<file path="config.mk">
export PLATFORM = sky130hd
export DESIGN_NAME = param_store_buffer
export DESIGN_NICKNAME = d
export VERILOG_FILES = /design/src/rtl/param_store_buffer.sv
export SDC_FILE = /design/constraint.sdc
export NUM_CORES = 1
export LEC_CHECK = 0
export ABC_AREA = 1
export ABC_CLOCK_PERIOD_IN_PS = 5370
export BUFFER_PORTS_ARGS = -buffer_cell sky130_fd_sc_hd__buf_2
export CORE_MARGIN = 2
export CORE_UTILIZATION = 40
export CTS_CLUSTER_DIAMETER = 50
export DETAILED_ROUTE_END_ITERATION = 7
export PLACE_DENSITY = 0.66
export SYNTH_ARGS = -nofsm -noshare
export SYNTH_HDL_FRONTEND = slang
export SYNTH_SLANG_ARGS = --single-unit
</file>
<file path="constraint.sdc">
create_clock -name clock -period 5.37 [get_ports clock]
set_input_delay 0.537 -clock clock [delete_from_list [all_inputs] [get_ports clock]]
set_output_delay 0.537 -clock clock [all_outputs]
set_load 0.05 [all_outputs]
</file>
<file path="src/rtl/param_store_buffer.sv">
// In-order, byte-masked store buffer with same-cycle load forwarding and a drain handshake.
// Optional build macro STORE_COALESCE_EN merges a store into the youngest entry on a word match.
module param_store_buffer #(
  parameter int DEPTH  = 4,
  parameter int ADDR_W = 32,
  parameter int DATA_W = 32
) (
  input  logic                     clock,
  input  logic                     reset,
  input  logic                     st_valid,
  output logic                     st_ready,
  input  logic [ADDR_W-1:0]        st_addr,
  input  logic [DATA_W-1:0]        st_data,
  input  logic [DATA_W/8-1:0]      st_be,
  input  logic [ADDR_W-1:0]        ld_addr,
  input  logic [DATA_W/8-1:0]      ld_be,
  output logic                     ld_hit,
  output logic                     ld_partial,
  output logic [DATA_W-1:0]        ld_data,
  output logic                     mem_valid,
  input  logic                     mem_ready,
  output logic [ADDR_W-1:0]        mem_addr,
  output logic [DATA_W-1:0]        mem_data,
  output logic [DATA_W/8-1:0]      mem_be,
  input  logic                     drain_req,
  output logic                     drain_done,
  output logic [$clog2(DEPTH):0]   count,
  output logic                     full,
  output logic                     empty
);

  localparam int BE_W  = DATA_W / 8;
  localparam int OFF_W = $clog2(BE_W);
  localparam int WA_W  = ADDR_W - OFF_W;
  localparam int PTR_W = $clog2(DEPTH);
  localparam int CNT_W = PTR_W + 1;

  typedef enum logic [1:0] {S_IDLE, S_DRAINING, S_DONE} state_t;

  state_t             state, state_next;
  logic [PTR_W-1:0]   head, tail, youngest;
  logic [CNT_W-1:0]   count_next;
  logic [WA_W-1:0]    ent_addr [DEPTH];
  logic [DATA_W-1:0]  ent_data [DEPTH];
  logic [BE_W-1:0]    ent_be   [DEPTH];
  logic [WA_W-1:0]    st_word, ld_word;
  logic               push, pop, alloc, merge, merge_hit;
  logic               unused_bits;

  assign st_word     = st_addr[ADDR_W-1:OFF_W];
  assign ld_word     = ld_addr[ADDR_W-1:OFF_W];
  assign unused_bits = ^{st_addr[OFF_W-1:0], ld_addr[OFF_W-1:0]};
  assign youngest    = tail - PTR_W'(1);

  assign full      = (count == CNT_W'(DEPTH));
  assign empty     = (count == '0);
  assign mem_valid = !empty;
  assign mem_addr  = {ent_addr[head], {OFF_W{1'b0}}};
  assign mem_data  = ent_data[head];
  assign mem_be    = ent_be[head];
  assign pop       = mem_valid && mem_ready;

`ifdef STORE_COALESCE_EN
  // Merging into the head while it retires would lose the new bytes, so allocate instead.
  assign merge_hit = !empty && (ent_addr[youngest] == st_word) && !(pop && (youngest == head));
  assign st_ready  = (state == S_IDLE) && (!full || merge_hit);
`else
  assign merge_hit = 1'b0;
  assign st_ready  = (state == S_IDLE) && !full;
`endif

  assign push       = st_valid && st_ready;
  assign alloc      = push && !merge_hit;
  assign merge      = push && merge_hit;
  assign count_next = count + CNT_W'(alloc) - CNT_W'(pop);
  assign drain_done = (state == S_DONE);

  // NOTE: entry payload is not reset; occupancy (count) alone decides which entries are live.
  always_ff @(posedge clock) begin
    if (alloc) begin
      ent_addr[tail] <= st_word;
      ent_data[tail] <= st_data;
      ent_be[tail]   <= st_be;
    end else if (merge) begin
      for (int b = 0; b < BE_W; b++)
        if (st_be[b]) ent_data[youngest][8*b +: 8] <= st_data[8*b +: 8];
      ent_be[youngest] <= ent_be[youngest] | st_be;
    end
  end

  always_ff @(posedge clock or posedge reset) begin
    if (reset) begin
      head  <= '0;
      tail  <= '0;
      count <= '0;
      state <= S_IDLE;
    end else begin
      if (alloc) tail <= tail + PTR_W'(1);
      if (pop)   head <= head + PTR_W'(1);
      count <= count_next;
      state <= state_next;
    end
  end

  // NOTE: every always_comb output gets a default first so no path infers a latch.
  always_comb begin
    state_next = state;
    case (state)
      S_IDLE:     if (drain_req) state_next = S_DRAINING;
      S_DRAINING: if (count_next == '0) state_next = S_DONE;
      S_DONE:     state_next = S_IDLE;
      default:    state_next = S_IDLE;
    endcase
  end

  logic [BE_W-1:0]   found;
  logic [DATA_W-1:0] fwd;
  logic [PTR_W-1:0]  idx;

  // Walk oldest to youngest so the youngest matching byte wins each lane.
  always_comb begin
    found = '0;
    fwd   = '0;
    idx   = '0;
    for (int i = 0; i < DEPTH; i++) begin
      idx = head + PTR_W'(i);
      if ((CNT_W'(i) < count) && (ent_addr[idx] == ld_word)) begin
        for (int b = 0; b < BE_W; b++) begin
          if (ent_be[idx][b]) begin
            found[b]         = 1'b1;
            fwd[8*b +: 8]    = ent_data[idx][8*b +: 8];
          end
        end
      end
    end
    ld_data = '0;
    for (int b = 0; b < BE_W; b++)
      if (found[b] && ld_be[b]) ld_data[8*b +: 8] = fwd[8*b +: 8];
    ld_hit     = (ld_be != '0) && ((found & ld_be) == ld_be);
    ld_partial = (|(found & ld_be)) && !ld_hit;
  end

endmodule
</file>
== Word level (Yosys, flattened, before mapping) ==
Memories as Yosys holds them, arrays and structs flattened.
Cells that the tools add are included.
Storage, ports and cells
  register bits after elaboration: 9
  bits in writable memories: 264
  input bits: 109
  word-level logic and storage cells: 99
  memories: 3
Cells by class
  add/subtract/negate cells: 6
  order comparisons: 4
  equality and inequality tests: 10
  muxes and demuxes: 49
  bitwise gates (word level): 1
  reduce and logical (&&, ||, !) cells: 22
Memories
  ent_data: words 4, width 32, read ports 4, clocked after Yosys merged registers in 0, wr ports 1, line 44  | logic [DATA_W-1:0] ent_data [DEPTH];
  ent_addr: words 4, width 30, read ports 4, clocked after Yosys merged registers in 0, wr ports 1, line 43  | logic [WA_W-1:0] ent_addr [DEPTH];
  ent_be: words 4, width 4, read ports 4, clocked after Yosys merged registers in 0, wr ports 1, line 45  | logic [BE_W-1:0] ent_be [DEPTH];
Operator list (count)
  two-way mux 8 bit: 20
  two-way mux 32 bit: 4
  == test 30 bit: 4
  two-way mux 1 bit: 18
  two-way mux 4 bit: 4
  logical AND 1 bit: 13
  logical NOT 3 bit: 2
  less-than comparator 1 x 3 -> 1 bit, first input constant: 2
  less-than comparator 2 x 3 -> 1 bit, first input constant: 2
  adder 2 x 1 -> 2 bit, second input constant: 2
  adder 2 bit, second input constant: 2
  AND 4 bit: 1
  == test 4 bit: 1
  two-way mux 2 bit: 2
  != test 2 bit, second input constant: 2
  one-hot mux 2 bit (2 select lines): 1
  nonzero test 4 bit: 1
  OR reduction 4 bit: 1
  adder 3 x 1 -> 3 bit: 1
  == test 3 bit, second input constant: 1
  logical NOT 1 bit: 3
  subtractor 3 x 1 -> 3 bit: 1
  == test 2 x 1 -> 1 bit, second input constant: 1
  == test 2 bit, second input constant: 1
  other kinds (2): 2

== Depth between registers and ports, before layout ==
An unclocked memory read counts as a cell.
  depth in word-level cells: 15
  depth in mapped cells: 21

== Worst setup path before layout ==
No wires, ideal clock.
  path kind: flip-flop to flip-flop
  start point: register count[1]
  end point: memory ent_addr[0][0] (netlist name) (enable)
  library setup time: 0.490 ns
  arrival time: 5.605 ns
  data required time: 4.880 ns
  setup slack: -0.725 ns
  stages on the path, launching flop included: 5
  buffers on the path: 0
  clock period less this slack: 6.095 ns
  cells stage by stage: dfrtp_1 nor3_1 nor3_1 nand2_1 nor2_1
On the way
  word-level cells in the longest chain between the ends: 6
Ends and longest elaborated chain
  from (decl): line 27  | output logic [$clog2(DEPTH):0] count,
  from (signal assigned): line 100  | count <= count_next;
  == test 3 bit: line 55  | assign full = (count == CNT_W'(DEPTH));
  named net full: line 28  | output logic full,
  logical NOT 1 bit: line 69  | assign st_ready = (state == S_IDLE) && !full;
  logical AND 1 bit: line 69
  named net st_ready: line 11  | output logic st_ready,
  logical AND 1 bit: line 72  | assign push = st_valid && st_ready;
  two-way mux 1 bit: line 80  | if (alloc) begin
  two-way mux 1 bit (not written as such): line 81  | ent_addr[tail] <= st_word;
  to (decl): line 43
The timed path passes the listed nets, and every way through them passes these cells.

== Worst setup path in the final report ==
  start point: register head[0]
  end point: output port ld_data[0]
On the way
  word-level cells in the longest chain between the ends: 12
  elaborated cells between the ends (all ways): 32
  those cells by class: 3 x add/sub; 4 x eq/ne; 17 x mux; 5 x reduce/logical; 3 x memory
Ends and longest elaborated chain
  from (decl): line 41  | logic [PTR_W-1:0] head, tail, youngest;
  from (signal assigned): line 99  | if (pop) head <= head + PTR_W'(1);
  branches (longest 11 deep; another with memory (4 x 30 bit))
  two-way mux 8 bit (*): line 138  | if (found[b] && ld_be[b]) ld_data[8*b +: 8] = fwd[8*b +: 8];
  to (decl): line 19  | output logic [DATA_W-1:0] ld_data,
Every way passes the cells marked *.

==> results.md <==
- Worst Setup SP: head[0]$_DFFE_PP0P_
- Synth Instances: between 2000 and 3000
- Worst path slowest cell: dfrtp_4
- Worst setup margin: about 240 ps
- Clk network pwr share: 0.200
- Gate power share: 0.587
- Slew Viols, Final: 0
- Final ANT Viol Nets: 0
- First-pass GRT wire length: 89600 um
- Crit path time final: between 5000 and 6000 ps
- Initial antenna violation count: 16
- Register area share after synthesis: 0.444
- Vias/cell: approximately 5.4
- Number of buffers created by CTS: 40
- # H-tree levels: 2
- Warnings, synthesis: 0
- Worst vdd ir: around 510 uV
- CP Buf/Inv Count: 4
- Clock Latency Late Sink: around 560 ps
- Synthesized area: 18400 sq um
- Routed len/inst: 17.3 um
- Syn Area/Cell: about 7.0 sq um
- Starting Density: 0.405
- Unrepaired setup endpoints after global routing: false
- Status: complete, no violations
- Sequential power share: 0.213
- Family with the most delay on the worst path: simple AND/OR/NAND/NOR gates
- CTS Sinks: 273
- DRT Wirelength: roughly 59000 um
- Vias in the first global route: roughly 17000
- Multi-input logic area: roughly 8600 sq um
- DR pass1 iterations: 8
- Arrival @ worst endpoint: 4600 ps
- Power Density: ~620 nW/um^2
- Area grow syn2layout: 16.3%
- CP max stage delay: 660 ps
- Relative slew slack: 0.507
- Internal power: 6.25 mW
- Routed via count: 18500
- Placer congestion estimate: roughly 0.93
- Die area: approximately 48000 sq um
- Clock-pin transition on the worst setup and hold timing paths: around 60 ps
- Synth cell types: 33
- Clock Path Buffers: 3
- Cell row count: 78
- Maximum clock frequency: 195 MHz
- Skew final: between 20 and 25 ps
- CTS tree: built
- IO Pins: approximately 220
- #FFs+latches synth: between 200 and 300
- GRT Util Overall: 0.242
- Leak Pwr: approximately 10 nW
- Switching Fraction: 0.531
- Core area: 45400 sq um
- Max cap viols: 0
- Least-Margin Pin Slew: roughly 740 ps
- Die width: 218 um
- Sw power: between 7 and 8 mW
- Die height: ~220 um
- Final net count: slightly below 3000
- Final Power: ~13 mW
- Remaining global-route overflow: 0
- Worst path required time: roughly 4800 ps
- DR iter-0 viols: a little over 2000
- Register area: approximately 8200 sq um
- Reg-to-reg startpoint: count[2]$_DFF_PP0_
- Setup TNS: 0 ps
- Hold path start: st_data[20]
- Dpl hpwl: between 40000 and 50000 um
- CP Capture Type: output pin
- Final hold violation count: 0
- Setup crit start kind: flip-flop
- Hold Crit Class: input port to flip-flop
- Fillers: roughly 4500
- Worst Setup Slack post-DPL: between 600 and 700 ps
- Fin crit share: 0.956
- Largest net degree at the start of global routing: 136
- Share of cells above drive strength 1: 0.123
- Root Buffer: clkbuf_16
- Number of buffers added on ports: 212
- Sequence of cells on the critical path: inv_4 -> buf_16 -> nand2_1 -> nand3_1 -> nand2_1 -> nand2_1 -> nand4_1 -> nor2_1 -> nand2_1 -> nor2_1 -> nand3_1 -> inv_1 -> nand3_1 -> nand3_1 -> o21ai_1 -> a21oi_1 -> buf_2
- Drt drc: 0
- WS Path Type: flip-flop to output pin
- Final setup fails: 0
- Max Fanout on Critical Path: approximately 140
## per-layer routing
| layer | track usage | wire (um) | up-vias |
|---|---|---|---|
| li1 | - | - | 8911 |
| met1 | 0.311 | 23900 | 8437 |
| met2 | 0.390 | 27100 | 916 |
| met3 | 0.0521 | 5730 | 179 |
| met4 | 0.108 | 2300 | 8 |
| met5 | 0 | 54 | - |
## worst reg2reg max path, cell delays in order (launching register included)
cell,delay [ps]
dfrtp_1,420
inv_1,110
nor3_1,230
nor3_1,90
nand2_1,400
ha_1,330
inv_1,60
ha_1,130
inv_1,50
fa_1,500
inv_1,50
or3_1,380
nand3_1,80
nand2_1,50
## cells in the mapped netlist (all sizes together)
cell    instances  area, sq um
nor3            5         25.0
dfrtp           9          225
buf            75          449
nand3         343         1740
o22ai           1         6.26
mux2i          16          160
or3             1         6.26
inv           272         1020
clkinv          4         15.0
edfxtp        264         7930
conb            1         3.75
fa              1         20.0
clkbuf         54          203
and2            1         6.26
or2             2         12.5
a21oi          41          205
nand2        1073         4030
nand4          18          113
o21ai         336         1690
ha              8          100
o211ai          9         67.6
nor2           65          267
xor2           10         87.6
## registers in the layout, summed over array words and instances, names as in the netlist
signal    cells
count         3
ent_addr    120
ent_be       16
ent_data    128
head          2
state         2
tail          2
## layout by cell type, fill, tap and decap left out, types with 6 or more instances in the layout
cell type  Yosys  routed
o21ai_0      271     271
clkinv_1       4       8
nand4_1       18      18
buf_4         23      33
nand3_1      339     339
nand2_1     1072    1071
edfxtp_1     264     264
o21ai_1       62      62
mux2i_1       16      16
nor2_4         1       7
buf_2         35     212
ha_1           8       8
xor2_1        10      10
dfrtp_1        9       7
diode_2        0      13
a21oi_1       41      41
nor2_1        58      53
inv_1        265     265
clkinv_2       0       6
clkbuf_16      0      41
o211ai_1       9       9
clkbuf_1      54       8
## power groups by stage
| stage | clock (mW) | sequential [mW] | combinational (mW) |
|---|---|---|---|
| final | 2.67 | 2.84 | 7.82 |
| after global routing | 2.79 | 2.87 | 8.62 |
| after CTS | 2.71 | 2.87 | 7.62 |
| after detailed placement | 0 | 2.91 | 7.59 |
| after global placement | 0 | 2.90 | 7.44 |
| after floorplan | 0 | 2.83 | 5.82 |
## metrics by stage
| step | util | cell area, sq um | hold slack [ps] | instances |
|---|---|---|---|---|
| floorplan | - | 18400 | 365 | 2610 |
| global placement | 0.439 | 19900 | 512 | 3330 |
| detailed placement | 0.439 | 19900 | 518 | 3330 |
| CTS | 0.469 | 21300 | 158 | 3405 |
| global route | 0.471 | 21400 | 173 | 3413 |
| finish | 0.471 | 21400 | 184 | 3420 |
## worst paths after layout
| check | slack, ps | to | cells after the start |
|---|---|---|---|
| worst min register to register | 550 | state[0]$_DFFE_PP0P_ | 3 |
| worst max-delay path | 240 | ld_data[0] | 17 |
| max in group asynchronous | 4570 | head[1]$_DFFE_PP0P_ | 3 |
| min in group asynchronous | 500 | count[0]$_DFF_PP0_ | 3 |
| worst min-delay path | 180 | ent_data[0][20]$_DFFE_PP_ | 1 |
| worst max register to register | 2380 | state[0]$_DFFE_PP0P_ | 13 |
## cells by family (layout without fill, tap and decap cells)
group | count (synthesis) | in the layout | share of synthesized area
other cells | 1 | 15 | 0.000204
mux | 16 | 16 | 0.00871
xor+xnor | 10 | 10 | 0.00476
buf+inv | 405 | 602 | 0.0918
simple gates | 1508 | 1508 | 0.337
fa+ha+maj | 9 | 9 | 0.00654
flops | 273 | 273 | 0.444
compound gates | 387 | 387 | 0.107
## cell type report
type | instances | area share
tap | 600 | 0.0351
clock buffer | 49 | 0.0494
antenna | 13 | 0.00152
timing repair buffer | 252 | 0.0676
clock inverter | 25 | 0.0133
inverter | 276 | 0.0487
sequential | 273 | 0.382
multi-input combinational | 1932 | 0.403
## timing repair
item / 4_1_cts / 5_1_grt
buffers inserted: 0 / 2
hold buffers: 1 / 0
resized for setup: 0 / 6
setup endpoints to repair: 0 / 34
hold endpoints to repair: 9 / 0
Power figures use the tool's default switching activity.
